$ cat config.mk
export PLATFORM = sky130hd
export DESIGN_NAME = rvcpu_run_monitor
export DESIGN_NICKNAME = d
export VERILOG_FILES = /design/src/rtl/rvcpu_run_monitor.sv
export SDC_FILE = /design/constraint.sdc
export NUM_CORES = 1
export LEC_CHECK = 0
export BUFFER_PORTS_ARGS = -buffer_cell sky130_fd_sc_hd__buf_2
export CAP_MARGIN = 20
export CORE_MARGIN = 8
export CORE_UTILIZATION = 45
export DETAILED_ROUTE_END_ITERATION = 8
export MAX_ROUTING_LAYER = met4
export PLACE_DENSITY = 0.77
export SYNTH_ARGS = -nofsm -noshare
export SYNTH_HDL_FRONTEND = slang
export SYNTH_SLANG_ARGS = --single-unit
$ cat constraint.sdc
create_clock -name clk -period 4.6 [get_ports clk]
set_clock_uncertainty 0.15 [all_clocks]
set_input_delay 0.23 -clock clk [delete_from_list [all_inputs] [get_ports clk]]
set_output_delay 0.23 -clock clk [all_outputs]
set_load 0.02 [all_outputs]
$ cat src/rtl/rvcpu_run_monitor.sv
// Run-control and end-of-test monitor for RVCPU: stretched core reset, cycle/retire
// counters, halt/stuck-PC detection and a cycle watchdog with sticky result flags.
module rvcpu_run_monitor #(
  parameter int unsigned XLEN        = 32,
  parameter int unsigned CNT_W       = 32,
  parameter int unsigned RST_CYCLES  = 2,
  parameter int unsigned MAX_CYCLES  = 100,
  parameter int unsigned STALL_LIMIT = 8
) (
  input  logic              clk,
  input  logic              rst,
  input  logic              retire_valid,
  input  logic [XLEN-1:0]   retire_pc,
  input  logic [31:0]       retire_inst,
  input  logic [XLEN-1:0]   a0_value,
  output logic              cpu_rst,
  output logic              running,
  output logic              done,
  output logic              pass,
  output logic              fail,
  output logic              timeout,
  output logic [XLEN-1:0]   exit_code,
  output logic [CNT_W-1:0]  cycle_count,
  output logic [CNT_W-1:0]  retire_count
);

  localparam int unsigned HOLD_W = $clog2(RST_CYCLES + 1);
  localparam int unsigned RUN_W  = $clog2(STALL_LIMIT + 1);

  localparam logic [31:0]      INST_ECALL  = 32'h0000_0073;
  localparam logic [31:0]      INST_EBREAK = 32'h0010_0073;
  localparam logic [31:0]      INST_SELFJ  = 32'h0000_006F;
  localparam logic [CNT_W-1:0] CNT_SAT     = '1;
  localparam logic [CNT_W-1:0] WDOG_LAST   = CNT_W'(MAX_CYCLES - 1);

  typedef enum logic [1:0] {
    S_HOLD,
    S_RUN,
    S_DONE
  } state_t;

  state_t            state_q, state_d;
  logic [HOLD_W-1:0] hold_q, hold_d;
  logic [RUN_W-1:0]  run_len_q, run_len_d;
  logic [XLEN-1:0]   last_pc_q, last_pc_d;
  logic              seen_q, seen_d;

  logic              cpu_rst_d, running_d, done_d, pass_d, fail_d, timeout_d;
  logic [XLEN-1:0]   exit_code_d;
  logic [CNT_W-1:0]  cycle_count_d, retire_count_d;

  logic              halt_c, stuck_c, wdog_c, same_pc_c;

  // Termination event decode, priority resolved in the next-state logic.
  always_comb begin
    same_pc_c = seen_q && (retire_pc == last_pc_q);
    halt_c    = retire_valid && ((retire_inst == INST_ECALL) ||
                                 (retire_inst == INST_EBREAK) ||
                                 (retire_inst == INST_SELFJ));
    stuck_c   = retire_valid && same_pc_c && (run_len_q == RUN_W'(STALL_LIMIT - 1));
    wdog_c    = (cycle_count == WDOG_LAST);
  end

  // Next-state and registered-output logic.
  always_comb begin
    state_d        = state_q;
    hold_d         = hold_q;
    run_len_d      = run_len_q;
    last_pc_d      = last_pc_q;
    seen_d         = seen_q;
    cpu_rst_d      = cpu_rst;
    running_d      = running;
    done_d         = done;
    pass_d         = pass;
    fail_d         = fail;
    timeout_d      = timeout;
    exit_code_d    = exit_code;
    cycle_count_d  = cycle_count;
    retire_count_d = retire_count;

    case (state_q)
      S_HOLD: begin
        if (hold_q == HOLD_W'(RST_CYCLES)) begin
          state_d   = S_RUN;
          cpu_rst_d = 1'b0;
          running_d = 1'b1;
        end else begin
          hold_d = hold_q + HOLD_W'(1);
        end
      end

      S_RUN: begin
        if (cycle_count != CNT_SAT) cycle_count_d = cycle_count + CNT_W'(1);
        if (retire_valid) begin
          if (retire_count != CNT_SAT) retire_count_d = retire_count + CNT_W'(1);
          last_pc_d = retire_pc;
          seen_d    = 1'b1;
          run_len_d = same_pc_c ? run_len_q + RUN_W'(1) : RUN_W'(1);
        end

        if (halt_c) begin
          pass_d      = (a0_value == '0);
          fail_d      = (a0_value != '0);
          exit_code_d = a0_value;
        end else if (stuck_c) begin
          fail_d      = 1'b1;
          exit_code_d = retire_pc;
        end else if (wdog_c) begin
          fail_d      = 1'b1;
          timeout_d   = 1'b1;
          // last_pc_q is zero until the first retirement
          exit_code_d = retire_valid ? retire_pc : last_pc_q;
        end

        if (halt_c || stuck_c || wdog_c) begin
          state_d   = S_DONE;
          done_d    = 1'b1;
          cpu_rst_d = 1'b1;
          running_d = 1'b0;
        end
      end

      default: begin
        state_d = S_DONE;
      end
    endcase
  end

  // State and output registers with synchronous reset.
  always_ff @(posedge clk) begin
    if (rst) begin
      state_q      <= S_HOLD;
      hold_q       <= '0;
      run_len_q    <= '0;
      last_pc_q    <= '0;
      seen_q       <= 1'b0;
      cpu_rst      <= 1'b1;
      running      <= 1'b0;
      done         <= 1'b0;
      pass         <= 1'b0;
      fail         <= 1'b0;
      timeout      <= 1'b0;
      exit_code    <= '0;
      cycle_count  <= '0;
      retire_count <= '0;
    end else begin
      state_q      <= state_d;
      hold_q       <= hold_d;
      run_len_q    <= run_len_d;
      last_pc_q    <= last_pc_d;
      seen_q       <= seen_d;
      cpu_rst      <= cpu_rst_d;
      running      <= running_d;
      done         <= done_d;
      pass         <= pass_d;
      fail         <= fail_d;
      timeout      <= timeout_d;
      exit_code    <= exit_code_d;
      cycle_count  <= cycle_count_d;
      retire_count <= retire_count_d;
    end
  end

endmodule

==> results of run 1 <==
power groups by stage:
stage	Clock, mW	Combinational [mW]	Sequential [mW]
final	1.43	0.470	1.34
after global routing	1.51	0.514	1.34
after CTS	1.46	0.467	1.34
after detailed placement	0	0.443	1.36
after global placement	0	0.435	1.36
after floorplan	0	0.276	1.37
logic make-up (layout without fill, tap and decap cells):
logic type               count (synthesis)  after routing  share of synthesized area
AO/OA/AOI/OAI                          133            133                     0.1061
XOR/XNOR                                89             89                     0.1041
adder cells (fa/ha/maj)                  4              4                   0.006685
buffers and inverters                   67            282                    0.03493
flip-flops                             143            143                     0.3824
multiplexers                            64             64                    0.09626
other                                    0              1                          0
AND/OR/NAND/NOR                        396            396                     0.2696
cells in the final DEF, fill, tap and decap left out, types with 6 or more instances in the layout:
master,count
dlygate4sd3_1,32
o211ai_1,34
clkbuf_16,17
xnor2_1,47
nand4_1,40
nand2_1,92
mux2_1,32
nor4_1,29
a21oi_1,77
or3_1,10
nand3_1,72
dfxtp_1,143
or4_1,6
mux2_2,32
inv_1,8
buf_4,12
nor2_1,76
xor2_1,42
o21ai_1,6
and3_1,15
nor3_1,25
buf_2,199
worst min-delay path, stage by stage:
cell and delay, ns:
buf_2 0.09, mux2_1 0.12, o211ai_1 0.08, a21oi_1 0.13
cell usage after synthesis (all sizes together), types with 2 or more instances:
cell	count	area [um^2]
nand2	92	345.3
and3	15	93.84
xor2	42	367.9
or3	12	81.33
a211oi	2	15.01
nand3	72	360.4
nor2	76	285.3
a21boi	2	15.01
and4b	2	20.02
a21oi	78	394.1
nor2b	2	12.51
or2	4	25.03
nand4b	3	26.28
inv	8	30.03
xnor2	47	411.6
dfxtp	143	2863
ha	4	50.05
and4	4	35.03
o21a	3	22.52
and2	4	25.02
nor3	25	125.1
or4	8	67.56
o211ai	34	255.2
buf	12	55.05
mux2	64	720.7
nand4	40	250.2
nor4	31	215.2
nor3b	3	22.52
clkbuf	47	176.4
o21ai	9	45.04
registers in the layout, summed over array words and instances (netlist names):
signal        cells
seen_q            1
last_pc_q        32
exit_code        32
retire_count     32
fail              1
cpu_rst           1
pass              1
state_q           2
cycle_count      32
hold_q            2
done              1
timeout           1
run_len_q         4
running           1
final timing paths:
check,start,endpoint,cells after the start
max,retire_pc[27],exit_code[28],9
min,a0_value[12],exit_code[12],4
max reg2reg,last_pc_q[27],exit_code[28],7
min reg2reg,exit_code[17],exit_code[17],2
cell type report:
type,count,share of cell area
multi-input combinational,686,0.4578
sequential,143,0.2996
timing repair buffer,243,0.1472
clock buffer,21,0.04609
tap,220,0.02881
clock inverter,10,0.01715
inverter,8,0.003143
antenna,1,0.0002619
routing by layer:
metal,track usage,vias to the layer above
li1,-,3630
met1,0.2698,3529
met2,0.3442,313
met3,0.05597,52
met4,0.09100,0
met5,-,-
==> reports/metrics.yaml, run 1 <==
status: "completed"
core_um2: 16410
multiInputGateArea_um2: 4374
critPathMaxFanout: 18
syn_area_um2: 7487
synth_edf_count: 0
syn_to_final_growth_pct: 27.62
synth_nets: 999
grt_pass1_vias: 7353
hold_ws_ns: 0.1195
wl_um: 23440
critPathTopFamily: "simple AND/OR/NAND/NOR gates"
r2r_slack_ns: 1.59
insertion_delay_ns: 0.42
slew_headroom: 0.3817
rsz0062_at_grt: "false"
nNetsFinal: 1202
wl_met1_um: 10150
endpoint_kind: "flip-flop"
fin_cells: 1332
port_buffers: 200
peakVddDrop_mv: 0.2983
io_pins: 201
top_layer: "met4"
slew_violations: 0
die-area_um2: 21020
die_x_um: 145.0
ant_nets: 0
antenna_found_initial: 1
finalPower_mw: 3.239
route.detailed.drc: 0
synth_seq_area_share: 0.3824
overflow: 0
first_iter_violations: 570
place_congestion: 0.8792
design_area_um2: 9555
finalSetupTns_ns: 0
cts_resized: 0
wl_per_cell_um: 17.60
p_int_mw: 2.386
dr_total_vias: 7524
post_cts_buffers: 0
setup_viol: 0
leakagePower_nw: 3.757
worst_pin_slew_ns: 0.9212
seq_power_share: 0.413
htree_num_levels: 4
fin_crit_sh: 0.6852
ys_warn_count: 0
dp.cells: 1268
synth_ff_type: "dfxtp_1"
clock_power_share: 0.442
clkSinkCount: 143
finalCriticalPeriod_ns: 3.152
grt_start_max_net_pins: 90
grt_usage: 0.2215
p_sw_mw: 0.8531
synthArstFlopShare: 0
num_rows: 47
yosysUniqueCellTypes: 49
critPathSlowestCell: "nand4_1"
crit_top_cell: "nand4_1"
clk_pin_slew_worst_paths_ns: 0.06
powerDensity_nw_per_um2: 338.9
netSwitchingFraction: 0.2634
pre_cts_ws_ns: 1.629
initial_core_util: 0.4563
dp.final_hpwl_um: 16450
required_ns: 4.72
vias_per_cell: 5.649
dieHeight_um: 145.0
cts-root-buf: "clkbuf_16"
drt_first_pass_iters: 5
syn_avg_cell_area_um2: 8.356
wl_met2_um: 10910
grt_pass1_wl_um: 37630
crit_chain: "dlygate4sd3_1, buf_2, xnor2_1, nand4_1, nor4_1, nand4_1, buf_4, nand3_1, a21oi_1"
criticalPathCategory: "in2reg"
cts_hold_buf: 32
setup_ws_ns: 1.448
critPathMaxStageDelay_ns: 0.71
hold_violations: 0
drive_above_1_share: 0.2538
combPwrFrac: 0.145
register_area_um2: 2863
crit_path_start_kind: "primary input"
route.met3.wl_um: 1758
n_fill_cell: 1446
cp_data_arrival_time_ns: 3.27
cts.path.max_buffers: 2
finish.utilization: 0.5824
cts_buffers: 17
hold_class: "in2reg"
fmax_mhz: 317.3
cp.buffers_inverters: 3
ys_ff_latch: 143
place_area_um2: 8628
cts_tree: "built"
maxCapViolCount: 0
synthCells: 896
No activity file was read; power rests on OpenSTA's default activity.
==> run 2, diff against run 1 <==
clock period = 3.15 ns   (was 4.6 ns; I/O delays follow)
==> run 2 against run 1 <==
- register-to-register slack lost 1.1 ns
- first-iteration DRC count decreased by 15%
- setup slack worse by 1.0 ns
- clock-buffer cell count down 2
- global-route usage hardly changed
- critical path depth decreased by 1
- cell area up 0.94%
- wire length up 0.32%
- cell count is 0.75% higher
- total power rose by 45%
- highest routed layer unchanged
- flip-flop and latch count stayed put
- combinational power is 51% higher
==> reports/metrics.yaml, run 2 (same netlist as run 1, synthesis figures left out) <==
status: "completed"
grt_pass1_vias: 7354
insertion_delay_ns: 0.42
port_buffers: 200
fmax_mhz: 366.6
htree_num_levels: 4
worstSetupPathDepth: 8
dr_total_vias: 7631
netSwitchingFraction: 0.2764
vias_per_cell: 5.686
die-area_um2: 21020
clock_power_share: 0.435
worst_pin_slew_ns: 0.7833
finalCriticalPeriod_ns: 2.728
endpoint_kind: "flip-flop"
cts_buffers: 17
r2r_start: "cycle_count[0]"
drt_first_pass_iters: 5
rr_worst_depth: 9
grt_usage: 0.2211
drive_above_1_share: 0.2634
p_sw_mw: 1.300
critPathTopFamily: "simple AND/OR/NAND/NOR gates"
critPathMaxStageDelay_ns: 0.58
hold_violations: 0
wl_per_cell_um: 17.52
cts-root-buf: "clkbuf_16"
nNetsFinal: 1210
wl_um: 23510
finalPower_mw: 4.703
critPathSlowestCell: "or4_4"
io_pins: 201
overflow: 0
crit_path_start_kind: "primary input"
slew_headroom: 0.4778
cp.buffers_inverters: 2
r2r_slack_ns: 0.49
crit_chain: "dlygate4sd3_1, buf_2, xnor2_1, nand4_1, or4_4, or3_4, or4_4, a21oi_2"
die_x_um: 145.0
setup_viol: 0
critPathMaxFanout: 3
core_um2: 16410
clk_pin_slew_worst_paths_ns: 0.07
rsz0062_at_grt: "false"
final_cell_mix: "buf_2, dfxtp_1, nand2_1"
cts_tree: "built"
maxCapViolCount: 0
first_iter_violations: 487
num_rows: 47
route.detailed.drc: 0
clkSinkCount: 143
place_area_um2: 8713
syn_to_final_growth_pct: 28.83
combPwrFrac: 0.151
slew_violations: 0
cp_data_arrival_time_ns: 2.91
leakagePower_nw: 3.821
dieHeight_um: 145.0
endpoint: "run_len_q[3]"
design_area_um2: 9646
dp.final_hpwl_um: 16710
required_ns: 3.34
timing.rr.end: "exit_code[14]"
criticalPathCategory: "in2reg"
antenna_found_initial: 2
hold_class: "in2reg"
fin_crit_sh: 0.8660
cts.path.max_buffers: 2
initial_core_util: 0.4563
crit_top_cell: "or4_4"
grt_start_max_net_pins: 70
crit_start: "retire_pc[28]"
powerDensity_nw_per_um2: 487.6
grt_pass1_wl_um: 37780
place_congestion: 0.9107
peakVddDrop_mv: 0.3987
finalSetupTns_ns: 0
seq_power_share: 0.414
ant_nets: 0
p_int_mw: 3.403
layout_commonest_cell: "buf_2"
[run 2: changes by cell type in the layout (fill, tap and decap cells not counted)]
cell	previous run	this run
clkbuf_1	4	0
buf_12	0	2
inv_6	0	2
bufinv_16	4	2
clkbuf_8	0	2
diode_2	1	2
clkinv_4	1	6
buf_4	12	18
clkinvlp_4	4	1
inv_8	0	1
[run 2: cell type report]
type	instances	area (um^2)
Clock buffer	19	452.9
Fill cell	1439	6761
Sequential cell	143	2863
Antenna cell	2	5.005
Tap cell	220	275.3
Timing Repair Buffer	251	1491
Multi-Input combinational cell	686	4374
Inverter	8	30.03
Clock inverter	13	153.9
[run 2: how the worst min path moves through the flow]
| stage | start | end | slack, ns | cells after the start |
|---|---|---|---|---|
| after global placement | retire_pc[12] | last_pc_q[12] | 0.28 | 3 |
| after detailed placement | retire_pc[5] | last_pc_q[5] | 0.28 | 3 |
| final | a0_value[19] | exit_code[19] | 0.05 | 4 |
| after floorplan | retire_pc[0] | last_pc_q[0] | 0.14 | 2 |
| after global routing | a0_value[18] | exit_code[18] | 0.05 | 4 |
| after CTS | a0_value[19] | exit_code[19] | 0.02 | 4 |
[run 2: through the flow]
| step | worst slack (ns) | hold slack [ns] | util | instances |
|---|---|---|---|---|
| 6_report | 0.4220 | 0.04927 | 0.5879 | 1342 |
| 5_1_grt | 0.3326 | 0.05398 | 0.5879 | 1342 |
| 4_1_cts | 0.4646 | 0.02093 | 0.5876 | 1340 |
| 3_5_place_dp | 0.4915 | 0.2829 | 0.5311 | 1276 |
| 3_3_place_gp | 0.4977 | 0.2751 | 0.5311 | 1276 |
| 2_1_floorplan | 0.7419 | 0.1435 | - | 896 |
[run 2: layer usage]
layer  track usage  part of all wire  vias up
li1              -                 -     3646
met1        0.2667              0.43     3621
met2        0.3516              0.48      317
met3       0.05442             0.071       47
met4       0.08259             0.021        0
met5             -                 0        -
[run 2: worst reg2reg max path: cells and delay by family (launching register included)]
family	cells	cell delay [ns]
and+or+nand+nor	4	0.88
buffers and inverters	2	0.54
AOI/OAI and AO/OA	2	0.38
adders and majority gates	1	0.24
DFF	1	0.39
[run 2: power by group through the flow]
stage	clock, mW	combinational [mW]	sequential [mW]
floorplan	0	0.403	2.00
global placement	0	0.656	1.98
detailed placement	0	0.660	1.99
CTS	2.08	0.701	1.95
global route	2.16	0.774	1.96
finish	2.05	0.708	1.95
[run 2: what timing repair did]
item | in CTS | in global routing
hold buffers | 32 | 0
setup buffers | 0 | 0
gates resized for setup | 0 | 0
hold endpoints to repair | 32 | 0
